**src/rtl/safe_pkg.sv**
```systemverilog
`default_nettype none
// ============================================================================
// Module      : safe_pkg
// Description : Shared definitions for the safe lock controller family.
//               Holds the controller state type, the width helpers used to
//               size tries_left and digit_idx, and the default 7-segment
//               glyphs used by the display drivers downstream.
// Ports       : (package, no ports)
// Revision    : 1.0 - initial parametrised release
// ============================================================================
package safe_pkg;

  typedef enum logic [1:0] {
    ST_ENTRY   = 2'd0,
    ST_OPEN    = 2'd1,
    ST_SET     = 2'd2,
    ST_LOCKOUT = 2'd3
  } state_e;

  // Bits needed to hold 0..max_tries inclusive.
  function automatic int try_width(input int max_tries);
    return $clog2(max_tries + 1);
  endfunction

  // Bits needed to hold 0..digits inclusive.
  function automatic int dig_width(input int digits);
    return $clog2(digits + 1);
  endfunction

  // Segment order {g,f,e,d,c,b,a}, active high.
  localparam logic [6:0] SEG_DIGIT [10] = '{
    7'h3F, 7'h06, 7'h5B, 7'h4F, 7'h66,
    7'h6D, 7'h7D, 7'h07, 7'h7F, 7'h6F
  };
  localparam logic [6:0] SEG_DASH = 7'h40;

endpackage
`default_nettype wire

```
**src/rtl/lockout_timer.sv**
```systemverilog
`default_nettype none
// ============================================================================
// Module      : lockout_timer
// Description : Down-counter that times the lockout period. A load pulse
//               starts a run of exactly CYCLES cycles; done is high in the
//               last cycle of the run.
// Ports       : clk  - system clock
//               rst  - asynchronous reset, active high
//               load - start a new run (loads CYCLES-1)
//               busy - a run is in progress
//               done - counter has reached zero during a run
// Revision    : 1.0 - initial release
// ============================================================================
module lockout_timer #(
  parameter int CYCLES = 50_000_000
) (
  input  logic clk,
  input  logic rst,
  input  logic load,
  output logic busy,
  output logic done
);

  localparam int            CNT_W    = (CYCLES > 2) ? $clog2(CYCLES) : 1;
  localparam logic [CNT_W-1:0] LOAD_VAL = CNT_W'(CYCLES - 1);

  logic [CNT_W-1:0] cnt_q, cnt_d;
  logic             busy_q, busy_d;

  always_comb begin
    cnt_d  = cnt_q;
    busy_d = busy_q;
    if (load) begin
      cnt_d  = LOAD_VAL;
      busy_d = 1'b1;
    end else if (busy_q) begin
      if (cnt_q == '0) begin
        busy_d = 1'b0;
      end else begin
        cnt_d = cnt_q - 1'b1;
      end
    end
  end

  always_ff @(posedge clk or posedge rst) begin
    if (rst) begin
      cnt_q  <= '0;
      busy_q <= 1'b0;
    end else begin
      cnt_q  <= cnt_d;
      busy_q <= busy_d;
    end
  end

  assign busy = busy_q;
  assign done = busy_q && (cnt_q == '0);

endmodule
`default_nettype wire

```
**src/rtl/safe_lock_ctrl.sv**
```systemverilog
`default_nettype none
// ============================================================================
// Module      : safe_lock_ctrl
// Description : Multi-digit code lock with retry budget, timed lockout and
//               run-time code change. One digit is taken per key_cfm pulse,
//               digit 0 first.
// Ports       : clk, rst     - clock, asynchronous active-high reset
//               digit_in     - switch value for the next digit
//               key_cfm      - accept digit_in
//               key_clr      - discard the partially entered sequence
//               key_chg      - enter code-change mode (when unlocked)
//               key_lock     - relock (OPEN or SET)
//               unlocked     - high in OPEN and SET
//               led_ok       - pulse on correct code / committed change
//               led_err      - pulse on wrong code
//               lockout      - high during the timed lockout
//               tries_left   - remaining wrong attempts
//               digit_idx    - digits entered in the current sequence
//               change_mode  - high in SET
// Revision    : 1.0 - initial parametrised release
// ============================================================================
module safe_lock_ctrl
  import safe_pkg::*;
#(
  parameter int                          DIGITS         = 4,
  parameter int                          DIGIT_W        = 4,
  parameter int                          MAX_TRIES      = 3,
  parameter int                          LOCKOUT_CYCLES = 50_000_000,
  parameter logic [DIGITS*DIGIT_W-1:0]   DEFAULT_CODE   = 16'h1009
) (
  input  logic                                clk,
  input  logic                                rst,
  input  logic [DIGIT_W-1:0]                  digit_in,
  input  logic                                key_cfm,
  input  logic                                key_clr,
  input  logic                                key_chg,
  input  logic                                key_lock,
  output logic                                unlocked,
  output logic                                led_ok,
  output logic                                led_err,
  output logic                                lockout,
  output logic [try_width(MAX_TRIES)-1:0]     tries_left,
  output logic [dig_width(DIGITS)-1:0]        digit_idx,
  output logic                                change_mode
);

  localparam int                 TRY_W      = try_width(MAX_TRIES);
  localparam int                 DIG_W      = dig_width(DIGITS);
  localparam int                 CODE_W     = DIGITS * DIGIT_W;
  localparam logic [TRY_W-1:0]   TRIES_FULL = TRY_W'(MAX_TRIES);
  localparam logic [DIG_W-1:0]   LAST_IDX   = DIG_W'(DIGITS - 1);

  state_e              state_q, state_d;
  logic [CODE_W-1:0]   code_q, code_d;
  logic [CODE_W-1:0]   shadow_q, shadow_d;
  logic [TRY_W-1:0]    tries_q, tries_d;
  logic [DIG_W-1:0]    idx_q, idx_d;
  logic                mismatch_q, mismatch_d;
  logic                led_ok_q, led_ok_d;
  logic                led_err_q, led_err_d;
  logic                unlocked_q, lockout_q, change_mode_q;

  logic                act_clr, act_lock, act_chg, act_cfm;
  logic [DIGIT_W-1:0]  cur_digit;
  logic                mismatch_now;
  logic                timer_load, timer_busy, timer_done;

  // Only the highest-priority asserted key is considered each cycle; if the
  // current state does not honour it, the cycle does nothing.
  assign act_clr  = key_clr;
  assign act_lock = !key_clr && key_lock;
  assign act_chg  = !key_clr && !key_lock && key_chg;
  assign act_cfm  = !key_clr && !key_lock && !key_chg && key_cfm;

  always_comb begin
    cur_digit = '0;
    for (int i = 0; i < DIGITS; i++) begin
      if (idx_q == DIG_W'(i)) cur_digit = code_q[i*DIGIT_W +: DIGIT_W];
    end
  end

  assign mismatch_now = mismatch_q || (digit_in != cur_digit);

  lockout_timer #(
    .CYCLES (LOCKOUT_CYCLES)
  ) u_lockout_timer (
    .clk  (clk),
    .rst  (rst),
    .load (timer_load),
    .busy (timer_busy),
    .done (timer_done)
  );

  always_comb begin
    state_d    = state_q;
    code_d     = code_q;
    shadow_d   = shadow_q;
    tries_d    = tries_q;
    idx_d      = idx_q;
    mismatch_d = mismatch_q;
    led_ok_d   = 1'b0;
    led_err_d  = 1'b0;
    timer_load = 1'b0;

    case (state_q)
      ST_ENTRY: begin
        if (act_clr) begin
          idx_d      = '0;
          mismatch_d = 1'b0;
        end else if (act_cfm) begin
          if (idx_q == LAST_IDX) begin
            idx_d      = '0;
            mismatch_d = 1'b0;
            if (!mismatch_now) begin
              led_ok_d = 1'b1;
              tries_d  = TRIES_FULL;
              state_d  = ST_OPEN;
            end else begin
              led_err_d = 1'b1;
              if (tries_q <= TRY_W'(1)) begin
                tries_d    = '0;
                state_d    = ST_LOCKOUT;
                timer_load = 1'b1;
              end else begin
                tries_d = tries_q - 1'b1;
              end
            end
          end else begin
            idx_d      = idx_q + 1'b1;
            mismatch_d = mismatch_now;
          end
        end
      end

      ST_OPEN: begin
        if (act_lock) begin
          state_d = ST_ENTRY;
        end else if (act_chg) begin
          state_d = ST_SET;
          idx_d   = '0;
        end
      end

      ST_SET: begin
        if (act_clr) begin
          idx_d      = '0;
          mismatch_d = 1'b0;
        end else if (act_lock) begin
          state_d    = ST_ENTRY;
          idx_d      = '0;
          mismatch_d = 1'b0;
        end else if (act_cfm) begin
          for (int i = 0; i < DIGITS; i++) begin
            if (idx_q == DIG_W'(i)) shadow_d[i*DIGIT_W +: DIGIT_W] = digit_in;
          end
          if (idx_q == LAST_IDX) begin
            code_d   = shadow_d;
            led_ok_d = 1'b1;
            state_d  = ST_OPEN;
            idx_d    = '0;
          end else begin
            idx_d = idx_q + 1'b1;
          end
        end
      end

      ST_LOCKOUT: begin
        // !timer_busy only matters if the timer was somehow idle here;
        // it prevents being stranded in lockout.
        if (timer_done || !timer_busy) begin
          state_d = ST_ENTRY;
          tries_d = TRIES_FULL;
        end
      end

      default: state_d = ST_ENTRY;
    endcase
  end

  always_ff @(posedge clk or posedge rst) begin
    if (rst) begin
      state_q       <= ST_ENTRY;
      code_q        <= DEFAULT_CODE;
      shadow_q      <= '0;
      tries_q       <= TRIES_FULL;
      idx_q         <= '0;
      mismatch_q    <= 1'b0;
      led_ok_q      <= 1'b0;
      led_err_q     <= 1'b0;
      unlocked_q    <= 1'b0;
      lockout_q     <= 1'b0;
      change_mode_q <= 1'b0;
    end else begin
      state_q       <= state_d;
      code_q        <= code_d;
      shadow_q      <= shadow_d;
      tries_q       <= tries_d;
      idx_q         <= idx_d;
      mismatch_q    <= mismatch_d;
      led_ok_q      <= led_ok_d;
      led_err_q     <= led_err_d;
      unlocked_q    <= (state_d == ST_OPEN) || (state_d == ST_SET);
      lockout_q     <= (state_d == ST_LOCKOUT);
      change_mode_q <= (state_d == ST_SET);
    end
  end

  assign unlocked    = unlocked_q;
  assign led_ok      = led_ok_q;
  assign led_err     = led_err_q;
  assign lockout     = lockout_q;
  assign tries_left  = tries_q;
  assign digit_idx   = idx_q;
  assign change_mode = change_mode_q;

endmodule
`default_nettype wire

```
**config.mk**
```make
export PLATFORM = sky130hd
export DESIGN_NAME = safe_lock_ctrl
export DESIGN_NICKNAME = d
export VERILOG_FILES = /design/src/rtl/safe_pkg.sv /design/src/rtl/lockout_timer.sv /design/src/rtl/safe_lock_ctrl.sv
export SDC_FILE = /design/constraint.sdc
export NUM_CORES = 1
export LEC_CHECK = 0
export ABC_AREA = 1
export BUFFER_PORTS_ARGS = -buffer_cell sky130_fd_sc_hd__clkbuf_2
export CAP_MARGIN = 40
export CELL_PAD_IN_SITES_DETAIL_PLACEMENT = 2
export CELL_PAD_IN_SITES_GLOBAL_PLACEMENT = 2
export CORE_MARGIN = 2
export CORE_UTILIZATION = 38
export CTS_BUF_LIST = sky130_fd_sc_hd__clkbuf_4
export DETAILED_ROUTE_END_ITERATION = 7
export HOLD_SLACK_MARGIN = 0.06
export PLACE_DENSITY_LB_ADDON = 0.1
export SETUP_SLACK_MARGIN = 0.05
export SYNTH_ARGS = -nofsm -noshare
export SYNTH_HDL_FRONTEND = slang
export SYNTH_SLANG_ARGS = --single-unit
```
**constraint.sdc**
```tcl
create_clock -name clk -period 2.67 [get_ports clk]
set_clock_uncertainty 0.05 [all_clocks]
set_input_delay 0 -clock clk [delete_from_list [all_inputs] [get_ports clk]]
set_output_delay 0 -clock clk [all_outputs]
set_load 0.005 [all_outputs]
```
==> flow_results.org <==
** Outcome
- Outcome :: complete, no violations

** Critical path
- In this design, the largest share of critical-path delay is due to simple AND/OR/NAND/NOR gates.
- Worst-case reg-to-reg path depth :: 16
- Arr. time, crit path :: 2650 ps
- Walking the worst path, the cells encountered are inv_2, ha_1, inv_1, nor2_4, nand2_1, nand3_1, nand2_1, nand3_1, nand2_1, nor2_2, nand3_4, nor2_2, o21ai_0, nand2_1, nand2_2, ha_1.
- Setup slack on the worst reg-to-reg path comes out at approximately 270 ps.
- Delay of the slowest critical-path stage :: 450 ps
- Crit path kind :: register to register
- For the worst setup path, the data required time is 2920 ps.
- Buffering stage count on the worst path with inverters included :: 2
- In this run the critical register-to-register path is launched from digit_idx[1].
- On the critical path, the stage with the largest delay is an instance of sky130_fd_sc_hd__dfrtp_2.
- Most Frequent Cell on Critical Path :: sky130_fd_sc_hd__nand2_1
- CP Launch Type :: register
- Along the worst path, the maximum fanout reaches 6.
- Critical Path Sink Type :: register
- The endpoint identified for the worst register-to-register timing path is unlocked.

** Logic synthesis
- During synthesis, Yosys emitted a total of 0 warnings.
- Part of the Yosys area used for sequential elements :: a little over two fifths
- After synthesis the cells add up to slightly below 4000 um2.
- Number of distinct library cells after synthesis :: 44
- In this run the biggest area consumer among cell types represents 40.20% of the synthesized area.
- Library cell occupying the most area in the post-synthesis netlist :: sky130_fd_sc_hd__dfrtp_1
- Number of synthesized flops with an enable pin :: 0
- Synthesized area divided by synthesized cell count :: 7.644 um2
- Mapped Cells :: 513
- By area the synthesized netlist is led by sky130_fd_sc_hd__dfrtp_1 40%, sky130_fd_sc_hd__nand2_1 16%, sky130_fd_sc_hd__inv_1 6.0%.
- Async set or reset register ratio after synthesis :: 100.0%
- Register bit total from synthesis :: 68
- Net Count, Synth :: around 540
- For this run, the leading register cell type out of synthesis is sky130_fd_sc_hd__dfrtp_1.

** Cells and area
- Fraction of final layout cells sized beyond drive strength 1 :: about 18%
- Registers take 1710 um2.
- Multi-input gate area :: 1908 um2
- From synthesis to final layout, the design area changed by 14.04%.
- 0 antenna diodes ended up in the layout.
- The net count of the finished layout is 574.
- Total non-filler cell area in the finished layout :: 4472 um2
- The filler cells instantiated in the layout total between 1000 and 1500.

** Flow run
- Count of max-cap constraint violations :: 0

** Worst hold path
- Number of instances on the worst hold path :: 7
- For hold timing, the worst endpoint is state_q[1].
- Tightest Hold Check Type :: primary input to register
- In this run the most critical hold path is launched from key_chg.

** GRT
- First-pass GRT wire length :: approximately 20000 um
- Maximum number of pins on one net before global-route repair :: 40
- The number of antenna violations at the first check in global routing is 0.
- The total overflow left after global routing is 0.
- GR Util All Layers :: 22.79%
- Vias in the first global route :: ~4000

** Timing
- Setup violations remaining at the end of the flow were counted as 0.
- Summed over all failing endpoints, the final setup total negative slack is 0 ps.
- Hold violation count in the final report :: 0
- Fmax :: between 400 and 500 MHz
- Worst rel slew slack :: a little under three fifths
- Transition time at the pin with the least slew margin :: between 600 and 700 ps
- Fin crit period :: 2404 ps
- RSZ-0062 raised after global routing :: no
- Max-slew violations :: 0
- After layout, the worst path uses 90.02% of the clock period.

** CTS
- Clock-pin slew was measured on the worst setup and hold paths at 110 ps.
- Count of H-tree levels built during CTS :: 3
- The later pin in the worst-skew pair is clocked with a latency of 410 ps.
- TritonCTS clock tree :: built
- Max clock buf depth :: 2
- Number of buffers inserted during clock tree synthesis :: 9
- In this run the clock root is driven by a sky130_fd_sc_hd__clkbuf_4.
- Clock tree sinks :: 68

** Power
- For this design the ratio of total power to cell area is 653.4 nW/um2.
- Largest vdd supply drop :: 0.3411 mV
- The analysis attributes to cell leakage a power of 2.216 nW.

** Die
- Measured along the y axis, the die boundary spans 105.6 um.
- The floorplan has 37 rows.
- Initial cell density of the core :: 38.50%
- Number of primary I/O pins :: 20
- Horiz. Die Dim :: 105.6 um
- The region available for standard cell placement spans 10180 um2.
- Die ar. :: approximately 11000 um2

** Placement
- Number of buffers inserted by port buffering :: 19
- Half-perimeter wire length after detailed placement :: 8652 um
- Global placer's final weighted congestion :: 0.7932
- Post-Place Cell Area :: 4190 um2

** Routing
- In the detailed route, the total length drawn on met2 is ~6400 um.
- The count of nets left with antenna violations once routing finished came out at 0.
- Max layer used :: met4
- For this block, wires on met1 add up to 5157 um.
- WL/cell :: between 15 and 20 um
- DRC marker count from the first detailed-route iteration :: 145
- Number of vias after detailed routing :: 3540
- In the routed design, unresolved DRC markers number 0.
- Wire length on met3 :: approximately 180 um
- Before antenna repair, the detailed router went through 4 iterations.
- Total detailed-routing wirelength :: 11850 um
- After detailed routing, the number of vias per cell comes to between 5 and 6.
-- kinds of logic (layout without fill, tap and decap cells) --
logic type / count (synthesis) / in the layout / synth area share [%]
AOI/OAI and AO/OA: 58 / 58 / 8.807
buffers and inverters: 83 / 127 / 8.902
xor gates and xnor gates: 7 / 7 / 1.564
and+or+nand+nor: 285 / 285 / 33.34
adders and majority gates: 12 / 12 / 3.829
DFF: 68 / 68 / 43.55
-- cell usage in the layout (no fill, tap or decap), drive strengths merged, types with 3 or more instances in the layout --
cell,count
clkbuf,30
a31o,3
a211oi,5
xor2,5
o211ai,3
nor3,7
inv,72
nand3,45
nand2,170
a21oi,5
ha,12
dlygate4sd3,6
dfstp,5
clkinv,3
buf,14
o21ai,34
dfrtp,63
or2,3
nand4,10
nor2,46
-- power breakdown --
| part | switching [mW] | total, mW | internal (mW) |
|---|---|---|---|
| Clock | 0.397 | 0.699 | 0.303 |
| Combinational | 0.637 | 0.998 | 0.360 |
| Sequential | 0.0739 | 1.22 | 1.15 |
-- routing by layer --
| layer | track usage, % | up-vias |
|---|---|---|
| met5 | 0 | - |
| li1 | - | 1714 |
| met1 | 26.99 | 1798 |
| met2 | 43.36 | 20 |
| met4 | 3.947 | 0 |
| met3 | 3.896 | 8 |
-- state kept, by name, indices dropped and copies added, names as in the netlist, 2 cells and up --
register and cells:
state_q 2, u_lockout_timer.cnt_q 26, code_q 16, tries_left 2, digit_idx 3, shadow_q 12
-- stage by stage --
step / hold WS (ps) / utilization, % / power, mW / cells / setup slack, ps
final: 80.21 / 43.91 / 2.922 / 693 / 266.5
after floorplan: 44.55 / - / 1.857 / 513 / 488.7
after CTS: 67.69 / 43.06 / 2.866 / 688 / 89.42
after detailed placement: 78.40 / 41.14 / 2.136 / 666 / 138.3
after global routing: 97.00 / 43.91 / 3.157 / 693 / 40.66
after global placement: 71.70 / 41.14 / 2.063 / 666 / 352.1
-- how the worst max path moves through the flow --
stage / start / to / slack (ps) / depth (start not counted)
2_1_floorplan: digit_idx[0] / unlocked / 490 / 17
3_3_place_gp: digit_idx[0] / unlocked / 350 / 16
3_5_place_dp: digit_idx[0] / unlocked / 140 / 16
4_1_cts: digit_idx[0] / unlocked / 90 / 16
5_1_grt: digit_idx[1] / unlocked / 40 / 16
6_report: digit_idx[1] / unlocked / 270 / 16
-- cell usage after synthesis, types with 3 or more instances --
cell and count:
sky130_fd_sc_hd__dfstp_2 5, sky130_fd_sc_hd__nor3_2 3, sky130_fd_sc_hd__a211oi_1 5, sky130_fd_sc_hd__nand4_1 10, sky130_fd_sc_hd__nor2_2 6, sky130_fd_sc_hd__o211ai_1 3
sky130_fd_sc_hd__nand3_1 40, sky130_fd_sc_hd__buf_2 4, sky130_fd_sc_hd__nor2_1 38, sky130_fd_sc_hd__a21oi_1 5, sky130_fd_sc_hd__nand2_4 3, sky130_fd_sc_hd__o21ai_0 31
sky130_fd_sc_hd__inv_2 8, sky130_fd_sc_hd__nand3_2 3, sky130_fd_sc_hd__o21ai_1 3, sky130_fd_sc_hd__nand2_2 3, sky130_fd_sc_hd__ha_1 12, sky130_fd_sc_hd__a31o_2 3
sky130_fd_sc_hd__nand2_1 164, sky130_fd_sc_hd__buf_6 3, sky130_fd_sc_hd__inv_1 63, sky130_fd_sc_hd__xor2_1 5, sky130_fd_sc_hd__dfrtp_1 63, sky130_fd_sc_hd__nor3_1 3
-- final cells by class --
class | instances | area share, %
multi-input combinational | 362 | 42.67
sequential | 68 | 38.25
inverter | 72 | 6.156
timing repair buffer | 39 | 6.100
tap | 136 | 3.805
clock buffer | 11 | 1.847
clock inverter | 5 | 1.175
-- worst min-delay path, cell delays in order --
cell and delay, ps:
sky130_fd_sc_hd__clkbuf_2 80, sky130_fd_sc_hd__inv_1 70, sky130_fd_sc_hd__nor2_1 70, sky130_fd_sc_hd__nand2_1 70
sky130_fd_sc_hd__a21oi_1 70, sky130_fd_sc_hd__nand2_1 80, sky130_fd_sc_hd__nand2_2 70
-- repair_timing --
action	4_1_cts	5_1_grt
resized for setup	0	13
endpoints found under the hold margin	42	0
endpoints found under the setup margin	0	8
buffers inserted	0	5
hold buffers	6	0
Note: power is estimated with default switching activity, not from simulation.
